$ cat src/rtl/matcher_pkg.sv
// Shared types and default sizing for the matcher front end.
// Used by match_scheduler and word_fifo.
package matcher_pkg;

    localparam int DEF_ADDR_WIDTH     = 4;
    localparam int DEF_WORD_LENGTH    = 3;
    localparam int DEF_DATA_WIDTH     = 8;
    localparam int DEF_QUEUE_DEPTH    = 4;
    localparam int DEF_TIMEOUT_CYCLES = 64;

    typedef logic [DEF_WORD_LENGTH*DEF_DATA_WIDTH-1:0] word_t;

    typedef enum logic [1:0] {
        IDLE = 2'd0,
        RUN  = 2'd1,
        RESP = 2'd2
    } sched_state_t;

endpackage

$ cat src/rtl/word_fifo.sv
// Synchronous request FIFO with registered read pointer.
// The head entry is always visible on dout; pop advances it.
module word_fifo #(
    parameter int WIDTH = 24,
    parameter int DEPTH = 4
) (
    input  logic                     clk,
    input  logic                     rst_n,
    input  logic                     push,
    input  logic [WIDTH-1:0]         din,
    input  logic                     pop,
    output logic [WIDTH-1:0]         dout,
    output logic                     full,
    output logic                     empty,
    output logic [$clog2(DEPTH):0]   count
);

    localparam int PW = $clog2(DEPTH);
    localparam logic [PW:0] FULL_COUNT = (PW+1)'(DEPTH);

    logic [WIDTH-1:0] mem [DEPTH];
    logic [PW-1:0]    wr_ptr_reg;
    logic [PW-1:0]    rd_ptr_reg;
    logic [PW:0]      count_reg;
    logic             do_push;
    logic             do_pop;

    // A full FIFO refuses pushes even when a pop frees a slot this cycle.
    assign do_push = push && !full;
    assign do_pop  = pop && !empty;

    always_ff @(posedge clk) begin
        if (do_push) begin
            mem[wr_ptr_reg] <= din;
        end
    end

    always_ff @(posedge clk or negedge rst_n) begin
        if (!rst_n) begin
            wr_ptr_reg <= '0;
            rd_ptr_reg <= '0;
            count_reg  <= '0;
        end else begin
            if (do_push) begin
                wr_ptr_reg <= wr_ptr_reg + PW'(1);
            end
            if (do_pop) begin
                rd_ptr_reg <= rd_ptr_reg + PW'(1);
            end
            case ({do_push, do_pop})
                2'b10:   count_reg <= count_reg + (PW+1)'(1);
                2'b01:   count_reg <= count_reg - (PW+1)'(1);
                default: count_reg <= count_reg;
            endcase
        end
    end

    assign dout  = mem[rd_ptr_reg];
    assign full  = (count_reg == FULL_COUNT);
    assign empty = (count_reg == '0);
    assign count = count_reg;

endmodule

$ cat src/rtl/match_scheduler.sv
// Issues buffered lookup words to the matcher one job at a time and returns results in order.
// Optional watchdog abort is enabled by defining MATCH_SCHED_TIMEOUT_EN.
module match_scheduler
    import matcher_pkg::*;
#(
    parameter int ADDR_WIDTH     = DEF_ADDR_WIDTH,
    parameter int WORD_LENGTH    = DEF_WORD_LENGTH,
    parameter int DATA_WIDTH     = DEF_DATA_WIDTH,
    parameter int QUEUE_DEPTH    = DEF_QUEUE_DEPTH,
    parameter int TIMEOUT_CYCLES = DEF_TIMEOUT_CYCLES
) (
    input  logic                               clk,
    input  logic                               rst_n,
    input  logic                               req_valid,
    output logic                               req_ready,
    input  logic [WORD_LENGTH*DATA_WIDTH-1:0]  req_word,
    output logic                               m_cs,
    output logic [WORD_LENGTH*DATA_WIDTH-1:0]  m_word,
    input  logic                               m_done,
    input  logic                               m_hit,
    input  logic [ADDR_WIDTH-1:0]              m_addr,
    output logic                               rsp_valid,
    input  logic                               rsp_ready,
    output logic                               rsp_hit,
    output logic [ADDR_WIDTH-1:0]              rsp_addr,
    output logic                               rsp_timeout,
    output logic                               busy,
    output logic [$clog2(QUEUE_DEPTH):0]       queue_count
);

    localparam int WW = WORD_LENGTH * DATA_WIDTH;

    sched_state_t          state_reg, state_next;
    logic                  m_cs_reg, m_cs_next;
    logic [WW-1:0]         m_word_reg, m_word_next;
    logic                  rsp_valid_reg, rsp_valid_next;
    logic                  rsp_hit_reg, rsp_hit_next;
    logic [ADDR_WIDTH-1:0] rsp_addr_reg, rsp_addr_next;

    logic                  fifo_pop;
    logic [WW-1:0]         fifo_dout;
    logic                  fifo_full;
    logic                  fifo_empty;

    word_fifo #(
        .WIDTH (WW),
        .DEPTH (QUEUE_DEPTH)
    ) u_fifo (
        .clk   (clk),
        .rst_n (rst_n),
        .push  (req_valid),
        .din   (req_word),
        .pop   (fifo_pop),
        .dout  (fifo_dout),
        .full  (fifo_full),
        .empty (fifo_empty),
        .count (queue_count)
    );

`ifdef MATCH_SCHED_TIMEOUT_EN
    localparam int WD_W = $clog2(TIMEOUT_CYCLES + 1);
    localparam logic [WD_W-1:0] WD_LAST = WD_W'(TIMEOUT_CYCLES - 1);

    logic [WD_W-1:0] wd_reg, wd_next;
    logic            rsp_timeout_reg, rsp_timeout_next;
`endif

    always_comb begin
        state_next     = state_reg;
        m_cs_next      = m_cs_reg;
        m_word_next    = m_word_reg;
        rsp_valid_next = rsp_valid_reg;
        rsp_hit_next   = rsp_hit_reg;
        rsp_addr_next  = rsp_addr_reg;
        fifo_pop       = 1'b0;
`ifdef MATCH_SCHED_TIMEOUT_EN
        wd_next          = wd_reg;
        rsp_timeout_next = rsp_timeout_reg;
`endif
        case (state_reg)
            IDLE: begin
                if (!fifo_empty) begin
                    fifo_pop    = 1'b1;
                    m_word_next = fifo_dout;
                    m_cs_next   = 1'b1;
                    state_next  = RUN;
`ifdef MATCH_SCHED_TIMEOUT_EN
                    wd_next     = '0;
`endif
                end
            end
            RUN: begin
                // A completion on the same edge as the watchdog expiry takes priority.
                if (m_done) begin
                    rsp_hit_next   = m_hit;
                    rsp_addr_next  = m_hit ? m_addr : '0;
                    m_cs_next      = 1'b0;
                    rsp_valid_next = 1'b1;
                    state_next     = RESP;
`ifdef MATCH_SCHED_TIMEOUT_EN
                    rsp_timeout_next = 1'b0;
                end else if (wd_reg == WD_LAST) begin
                    rsp_hit_next     = 1'b0;
                    rsp_addr_next    = '0;
                    rsp_timeout_next = 1'b1;
                    m_cs_next        = 1'b0;
                    rsp_valid_next   = 1'b1;
                    state_next       = RESP;
                end else begin
                    wd_next = wd_reg + WD_W'(1);
`endif
                end
            end
            RESP: begin
                if (rsp_ready) begin
                    rsp_valid_next = 1'b0;
                    state_next     = IDLE;
                end
            end
            default: begin
                state_next = IDLE;
                m_cs_next  = 1'b0;
            end
        endcase
    end

    // m_cs comes straight from a flop cleared by reset, so it drops without a clock.
    always_ff @(posedge clk or negedge rst_n) begin
        if (!rst_n) begin
            state_reg     <= IDLE;
            m_cs_reg      <= 1'b0;
            m_word_reg    <= '0;
            rsp_valid_reg <= 1'b0;
            rsp_hit_reg   <= 1'b0;
            rsp_addr_reg  <= '0;
        end else begin
            state_reg     <= state_next;
            m_cs_reg      <= m_cs_next;
            m_word_reg    <= m_word_next;
            rsp_valid_reg <= rsp_valid_next;
            rsp_hit_reg   <= rsp_hit_next;
            rsp_addr_reg  <= rsp_addr_next;
        end
    end

`ifdef MATCH_SCHED_TIMEOUT_EN
    always_ff @(posedge clk or negedge rst_n) begin
        if (!rst_n) begin
            wd_reg          <= '0;
            rsp_timeout_reg <= 1'b0;
        end else begin
            wd_reg          <= wd_next;
            rsp_timeout_reg <= rsp_timeout_next;
        end
    end

    assign rsp_timeout = rsp_timeout_reg;
`else
    // Without the watchdog no job can be aborted; the compare is constant false.
    assign rsp_timeout = (TIMEOUT_CYCLES < 0);
`endif

    assign req_ready = !fifo_full;
    assign m_cs      = m_cs_reg;
    assign m_word    = m_word_reg;
    assign rsp_valid = rsp_valid_reg;
    assign rsp_hit   = rsp_hit_reg;
    assign rsp_addr  = rsp_addr_reg;
    assign busy      = (state_reg != IDLE) || !fifo_empty;

endmodule

$ cat config.mk
export PLATFORM = sky130hd
export DESIGN_NAME = match_scheduler
export DESIGN_NICKNAME = d
export VERILOG_FILES = /design/src/rtl/matcher_pkg.sv /design/src/rtl/word_fifo.sv /design/src/rtl/match_scheduler.sv
export SDC_FILE = /design/constraint.sdc
export NUM_CORES = 1
export LEC_CHECK = 0
export CORE_MARGIN = 2
export CORE_UTILIZATION = 54
export DETAILED_ROUTE_END_ITERATION = 16
export GPL_ROUTABILITY_DRIVEN = 0
export HOLD_SLACK_MARGIN = 0.02
export PLACE_DENSITY = 0.82
export SYNTH_ARGS = -nofsm -noshare
export SYNTH_HDL_FRONTEND = slang
export SYNTH_HIERARCHICAL = 1
export SYNTH_SLANG_ARGS = --single-unit
$ cat constraint.sdc
create_clock -name clk -period 2.6 [get_ports clk]
set_input_delay 0.26 -clock clk [delete_from_list [all_inputs] [get_ports clk]]
set_output_delay 0.26 -clock clk [all_outputs]
set_load 0.01 [all_outputs]
==> out/results.tsv, run 1 <==
stage	metric	value	unit
yosys	post_synth_inst_count	255	
yosys	synth_top_family_by_area	multiplexers	
sta	fmax	422	MHz
worst_hold_path	hp-class	input pin to flop	
yosys	syn_nets	295	
sta	finalHoldViolations	0	
sta	setup_ws	0.230	ns
yosys	ys.flop_type	edfxtp_1	
grt	grt_pass1_vias	2817	
yosys	ys_top_cells_by_area	edfxtp_1 (56%), dfrtp_1 (19%), mux4_2 (10%)	
power_and_ir_drop	p_comb_share	31.6	%
yosys	synthTopCellsByCount	edfxtp_1 (96), dfrtp_1 (40), mux2_2 (25), mux4_2 (24), nand2_1 (11)	
drt	drt-met1-wl	3.92	mm
drt	drtIter0Drc	168	
finish	syn2layout_area_growth	27.1	%
die	die_h	102	microns
worst_setup_path	worst_setup_path_start_kind	flop	
cts	clock_latency	0.51	ns
power_and_ir_drop	swShare	28.4	%
power_and_ir_drop	power	8.18	mW
drt	drcViolationCount	0	
placed_design	io_buffers	69	
drt	dr.pass1.iters	4	
cts	cts.path.max_buffers	2	
yosys	synth_cell_type_count	32	
drt	ant_nets	0	
grt	grt_pass1_wl	14.8	mm
finish	largest_reg_flops	96	
cts	clk_pin_slew_worst_paths	0.06	ns
drt	wl	9.42	mm
cts	cts_root_buf	clkbuf_8	
grt	grt_antenna_before_repair	0	
grt	grt_usage	20.0	%
die	die_w	102	microns
yosys	synth_compound_area_share	1.30	%
drt	vias	2637	
power_and_ir_drop	p_leak	2.38	nW
sta	fin_hold_ws	0.326	ns
cts	htree_levels	4	
run_status	outcome	complete, no violations	
sta	rsz0062_at_grt	false	
drt	met2RoutedLength	4.73	mm
sta	fin_crit_sh	91.2	%
worst_setup_path	timing.critical_path.fanout_max	6	
grt	grt_max_degree	41	
yosys	synth_top_area_share	55.6	%
yosys	synth_top_cell_by_area	edfxtp_1	
worst_setup_path	endpoint_kind	output pin	
worst_setup_path	required	2.34	ns
placed_design	dpl_worst_slack	0.403	ns
die	row_count	35	
sta	fin_setup_tns	0	ns
yosys	synthSimpleGateAreaFrac	2.70	%
yosys	yosys_warnings	6	
power_and_ir_drop	ir_worst_vdd	0.609	mV
die	core_area	9280	sq um
die	initial_core_util	55.8	%
yosys	ys_seq_area_share	74.9	%
power_and_ir_drop	pwr-share-clk	27.4	%
die	die-area	10400	sq um
worst_setup_path	critPathKind	flop to output pin	
die	pin_count	71	
yosys	synth.most_common_cell	edfxtp_1	
drt	top_layer_used	met4	
yosys	synth_mux_area_share	16.3	%
power_and_ir_drop	p_per_area	1240	nW/um^2
worst_setup_path	crit_arrival	2.11	ns
sta	clock_skew	0.00551	ns
cts	clock-sinks	136	
finish	diodes	0	
yosys	synth-seq-cells	136	
drt	wl_per_cell	19.7	microns
flow_run	cap_violations	0	
sta	setup_viol	0	
drt	wl_met3	681	microns
yosys	syn_area_per_cell	20.3	sq um
yosys	synthesis.area	5180	sq um
sta	period_needed	2.37	ns
yosys	synth_enable_flop_cells	96	
sta	worst_pin_slew	0.998	ns
cts	cts_buffers	17	
sta	max_slew_margin	33.5	%
yosys	async_reset_ff_share	29.4	%
placed_design	hpwl	5.48	mm
grt	overflow	0	
power_and_ir_drop	p_seq_share	40.9	%
yosys	synth-adder-area-share	1.59	%
power_and_ir_drop	p_switching	2.32	mW
finish	nets	377	
drt	via_per_inst	5.51	
cts	cts_tree	done	
yosys	yosys.area_share.xor_xnor	1.01	%
sta	slew_violations	0	
finish	layout-drive-gt1-share	26.6	%
power_and_ir_drop	p_int	5.86	mW
[critical path, stage by stage, from the launching register on]
cell and delay (ns):
dfrtp_1 0.45, nor3_2 0.35, nor2b_1 0.25, nand2b_1 0.08
clkdlybuf4s50_1 0.48
[routing by layer]
| layer | track usage (%) | vias up |
|---|---|---|
| met5 | 0 | - |
| met4 | 6.46 | 0 |
| met3 | 7.59 | 11 |
| met2 | 31.7 | 98 |
| met1 | 26.0 | 1373 |
| li1 | - | 1155 |
[timing repair]
action                                  CTS  global route
gates resized for setup                   0             1
endpoints found under the setup margin    0             1
buffers inserted                          0             0
hold endpoints to repair                 40             0
hold buffers                              1             0
[power groups by stage]
stage	sequential [mW]	combinational [mW]	clock (mW)
floorplan	3.36	1.58	0
global route	3.42	2.79	2.39
CTS	3.35	2.62	2.28
detailed placement	3.38	2.60	0
global placement	3.34	2.53	0
finish	3.35	2.59	2.24
[logic make-up after synthesis]
kind of cell / after synthesis
AND/OR/NAND/NOR: 24
buffers and inverters: 20
adder cells (fa/ha/maj): 6
multiplexers: 51
AO/OA/AOI/OAI: 11
flip-flops: 136
other: 1
XOR/XNOR: 6
[cell usage in the layout, fill, tap and decap left out, types with 2 or more instances in the layout]
cell type        Yosys  layout
xor2_1               3       3
clkdlybuf4s50_1      0      68
edfxtp_1            96      96
dfrtp_1             40      39
nand2_1             11      11
mux2_2              25      25
ha_1                 5       5
o21ai_0              6       6
nor2_1               2       2
clkinvlp_4           0       4
inv_1               10      10
clkbuf_8             0       2
clkbuf_1             0       2
clkbuf_16            0      16
bufinv_16            0       2
xnor2_1              3       3
clkinv_2             0       3
and3_2               4       4
buf_12               0       2
mux4_2              24      24
[cell type report]
class                           count  area [sq um]
Timing Repair Buffer               73           743
Clock buffer                       20           435
Multi-Input combinational cell     99          1200
Sequential cell                   136          3880
Clock inverter                     12           126
Tap cell                          129           161
Fill cell                         592          2700
Inverter                           10          37.5
[worst paths after layout]
check	start	endpoint	slack, ns	cells past startpoint
max	u_fifo/count[0]	busy	0.23	4
min	m_addr[2]	rsp_addr[2]	0.33	3
max reg2reg	u_fifo/count[0]	u_fifo/count[2]	0.38	9
min reg2reg	rsp_addr[1]	rsp_addr[1]	0.48	2
max in group asynchronous	rst_n	u_fifo/rd_ptr_reg[0]	1.46	2
min in group asynchronous	rst_n	m_word[5]	0.46	2
[stage by stage]
stage                     std cells  util, %  instance area [sq um]
after CTS                       479     70.9                   6580
after global routing            479     71.0                   6590
after detailed placement        446     64.7                   6010
after global placement          446     64.7                   6010
after floorplan                 255        -                   5180
final                           479     71.0                   6590
Note: power is estimated with default switching activity, not from simulation.
==> inputs of run 2 (changes only) <==
Settings changed: REMOVE_ABC_BUFFERS set to 1.
==> run 2 against run 1 <==
  * Wire length shrank 2.6%
  * Critical path depth unchanged
  * Sequential share of layout area fell by 0.36 points
  * Cell count increased by 0.21%
  * Utilization up 0.43 points
  * Combinational power about the same
  * Fmax up 0.52%
  * Largest cell class unchanged
  * Critical path type unchanged
  * First-iteration DRC count decreased by 11%
  * Sequential power is essentially flat
  * Register-to-register slack got worse by 0.02 ns
  * Power grew 0.82%
  * Global-route usage is 0.55 points lower
  * Highest routed layer unchanged
==> out/results.tsv, run 2 (same netlist as run 1, synthesis figures left out) <==
stage	metric	value	unit
drt	vias	2556	
placed_design	hpwl	5.39	mm
drt	drcViolationCount	0	
die	core_area	9280	sq um
cts	cts_setup_buffers	0	
power_and_ir_drop	p_comb_share	31.4	%
drt	via_per_inst	5.33	
grt	grt_antenna_before_repair	0	
power_and_ir_drop	pwr-share-clk	28.3	%
sta	finalHoldViolations	0	
grt	grt_pass1_vias	2733	
power_and_ir_drop	swShare	27.8	%
power_and_ir_drop	p_leak	2.42	nW
finish	nets	378	
die	die_w	102	microns
grt	overflow	0	
run_status	outcome	complete, no violations	
cts	clock_latency	0.50	ns
placed_design	placed_cell_area	6010	sq um
cts	clock-sinks	136	
cts	clk_pin_slew_worst_paths	0.06	ns
sta	period_needed	2.36	ns
die	die-area	10400	sq um
finish	diodes	0	
power_and_ir_drop	p_per_area	1240	nW/um^2
cts	htree_levels	4	
cts	cts_tree	done	
die	pin_count	71	
sta	clock_skew	0.00776	ns
power_and_ir_drop	ir_worst_vdd	0.893	mV
die	row_count	35	
finish	fin_util	71.4	%
worst_setup_path	endpoint_kind	output pin	
power_and_ir_drop	p_seq_share	40.4	%
power_and_ir_drop	p_switching	2.30	mW
finish	num-fill-cells	577	
finish	largest_reg_flops	96	
placed_design	io_buffers	69	
finish	syn2layout_area_growth	27.9	%
worst_setup_path	crit_path_top_delay_cell	clkdlybuf4s50_1	
cts	cts_root_buf	clkbuf_8	
sta	fmax	424	MHz
worst_setup_path	cp_slowest_stage_delay	0.48	ns
die	initial_core_util	55.8	%
flow_run	cap_violations	0	
cts	cts_buffers	17	
sta	fin_crit_sh	90.7	%
finish	fin_area	6630	sq um
worst_setup_path	crit_arrival	2.10	ns
finish	layout-drive-gt1-share	27.1	%
die	die_h	102	microns
cts	cts.path.max_buffers	2	
grt	grt_usage	19.4	%
sta	max_slew_margin	52.6	%
drt	dr.pass1.iters	4	
worst_setup_path	cp_cell_sequence	nor3_2 -> nor2b_1 -> nand2b_1 -> clkdlybuf4s50_1	
sta	setup_ws	0.242	ns
worst_setup_path	worst_setup_path_start_kind	flop	
drt	wl	9.18	mm
sta	slew_violations	0	
drt	ant_nets	0	
grt	grt_pass1_wl	14.4	mm
placed_design	dpl_worst_slack	0.406	ns
worst_hold_path	hp-class	input pin to flop	
grt	grt_max_degree	31	
sta	fin_setup_tns	0	ns
worst_setup_path	timing.critical_path.fanout_max	6	
power_and_ir_drop	p_int	5.95	mW
finish	final_common_cell	edfxtp_1	
sta	fin_hold_ws	0.327	ns
drt	wl_per_cell	19.1	microns
finish	final_cell_mix	edfxtp_1 (96), clkdlybuf4s50_1 (68), dfrtp_1 (39)	
sta	setup_viol	0	
worst_setup_path	required	2.34	ns
worst_setup_path	critPathKind	flop to output pin	
sta	worst_pin_slew	0.711	ns
drt	drtIter0Drc	149	
sta	rsz0062_at_grt	false	
[run 2: cell types whose count changed in the layout (fill, tap and decap cells not counted), sizes merged]
cell,delta
clkinvlp,-4
bufinv,-2
buf,+1
clkbuf,+5
inv,+2
clkinv,-1
[run 2: critical path, delay by kind of cell (launching register included)]
family	cells	cell delay [ns]
flops	1	0.45
simple gates	3	0.66
buf+inv	1	0.48
[run 2: power groups by stage]
stage / combinational, mW / clock, mW / sequential [mW]
floorplan: 1.33 / 0 / 3.51
global placement: 2.54 / 0 / 3.31
detailed placement: 2.59 / 0 / 3.36
CTS: 2.62 / 2.38 / 3.34
global route: 2.80 / 2.48 / 3.40
finish: 2.59 / 2.33 / 3.33
[run 2: layer usage]
| layer | share of wire (%) | GRT usage (%) | vias up |
|---|---|---|---|
| li1 | - | - | 1148 |
| met1 | 43 | 25.1 | 1316 |
| met2 | 51 | 31.5 | 80 |
| met3 | 5.2 | 6.02 | 12 |
| met4 | 1.1 | 7.38 | 0 |
| met5 | 0 | 0 | - |
[run 2: layout make-up]
| cell class | count | area [sq um] | area share, % |
|---|---|---|---|
| inverters | 10 | 37.5 | 0.566 |
| multi-input cells | 99 | 1200 | 18.1 |
| well taps | 129 | 161 | 2.44 |
| clock buffers | 25 | 561 | 8.46 |
| clock inverters | 7 | 46.3 | 0.699 |
| flip-flops and latches | 136 | 3880 | 58.6 |
| repair buffers | 74 | 738 | 11.1 |
[run 2: final timing paths]
kind,start,endpoint,slack (ns),depth (start not counted)
max,u_fifo/count[0],busy,0.24,4
min,m_addr[3],rsp_addr[3],0.33,3
max reg2reg,u_fifo/count[0],u_fifo/count[2],0.36,9
min reg2reg,rsp_addr[1],rsp_addr[1],0.48,2
max in group asynchronous,rst_n,m_word[4],1.60,3
min in group asynchronous,rst_n,m_word[9],0.35,2
[run 2: what timing repair did]
item / 4_1_cts / 5_1_grt
resized for setup: 0 / 1
hold endpoints to repair: 29 / 0
hold buffers: 1 / 0
endpoints found under the setup margin: 0 / 1
[run 2: stage by stage]
stage          std cells  total power [mW]
6_report             480              8.25
5_1_grt              480              8.68
4_1_cts              480              8.33
3_5_place_dp         447              5.95
3_3_place_gp         447              5.86
2_1_floorplan        245              4.84
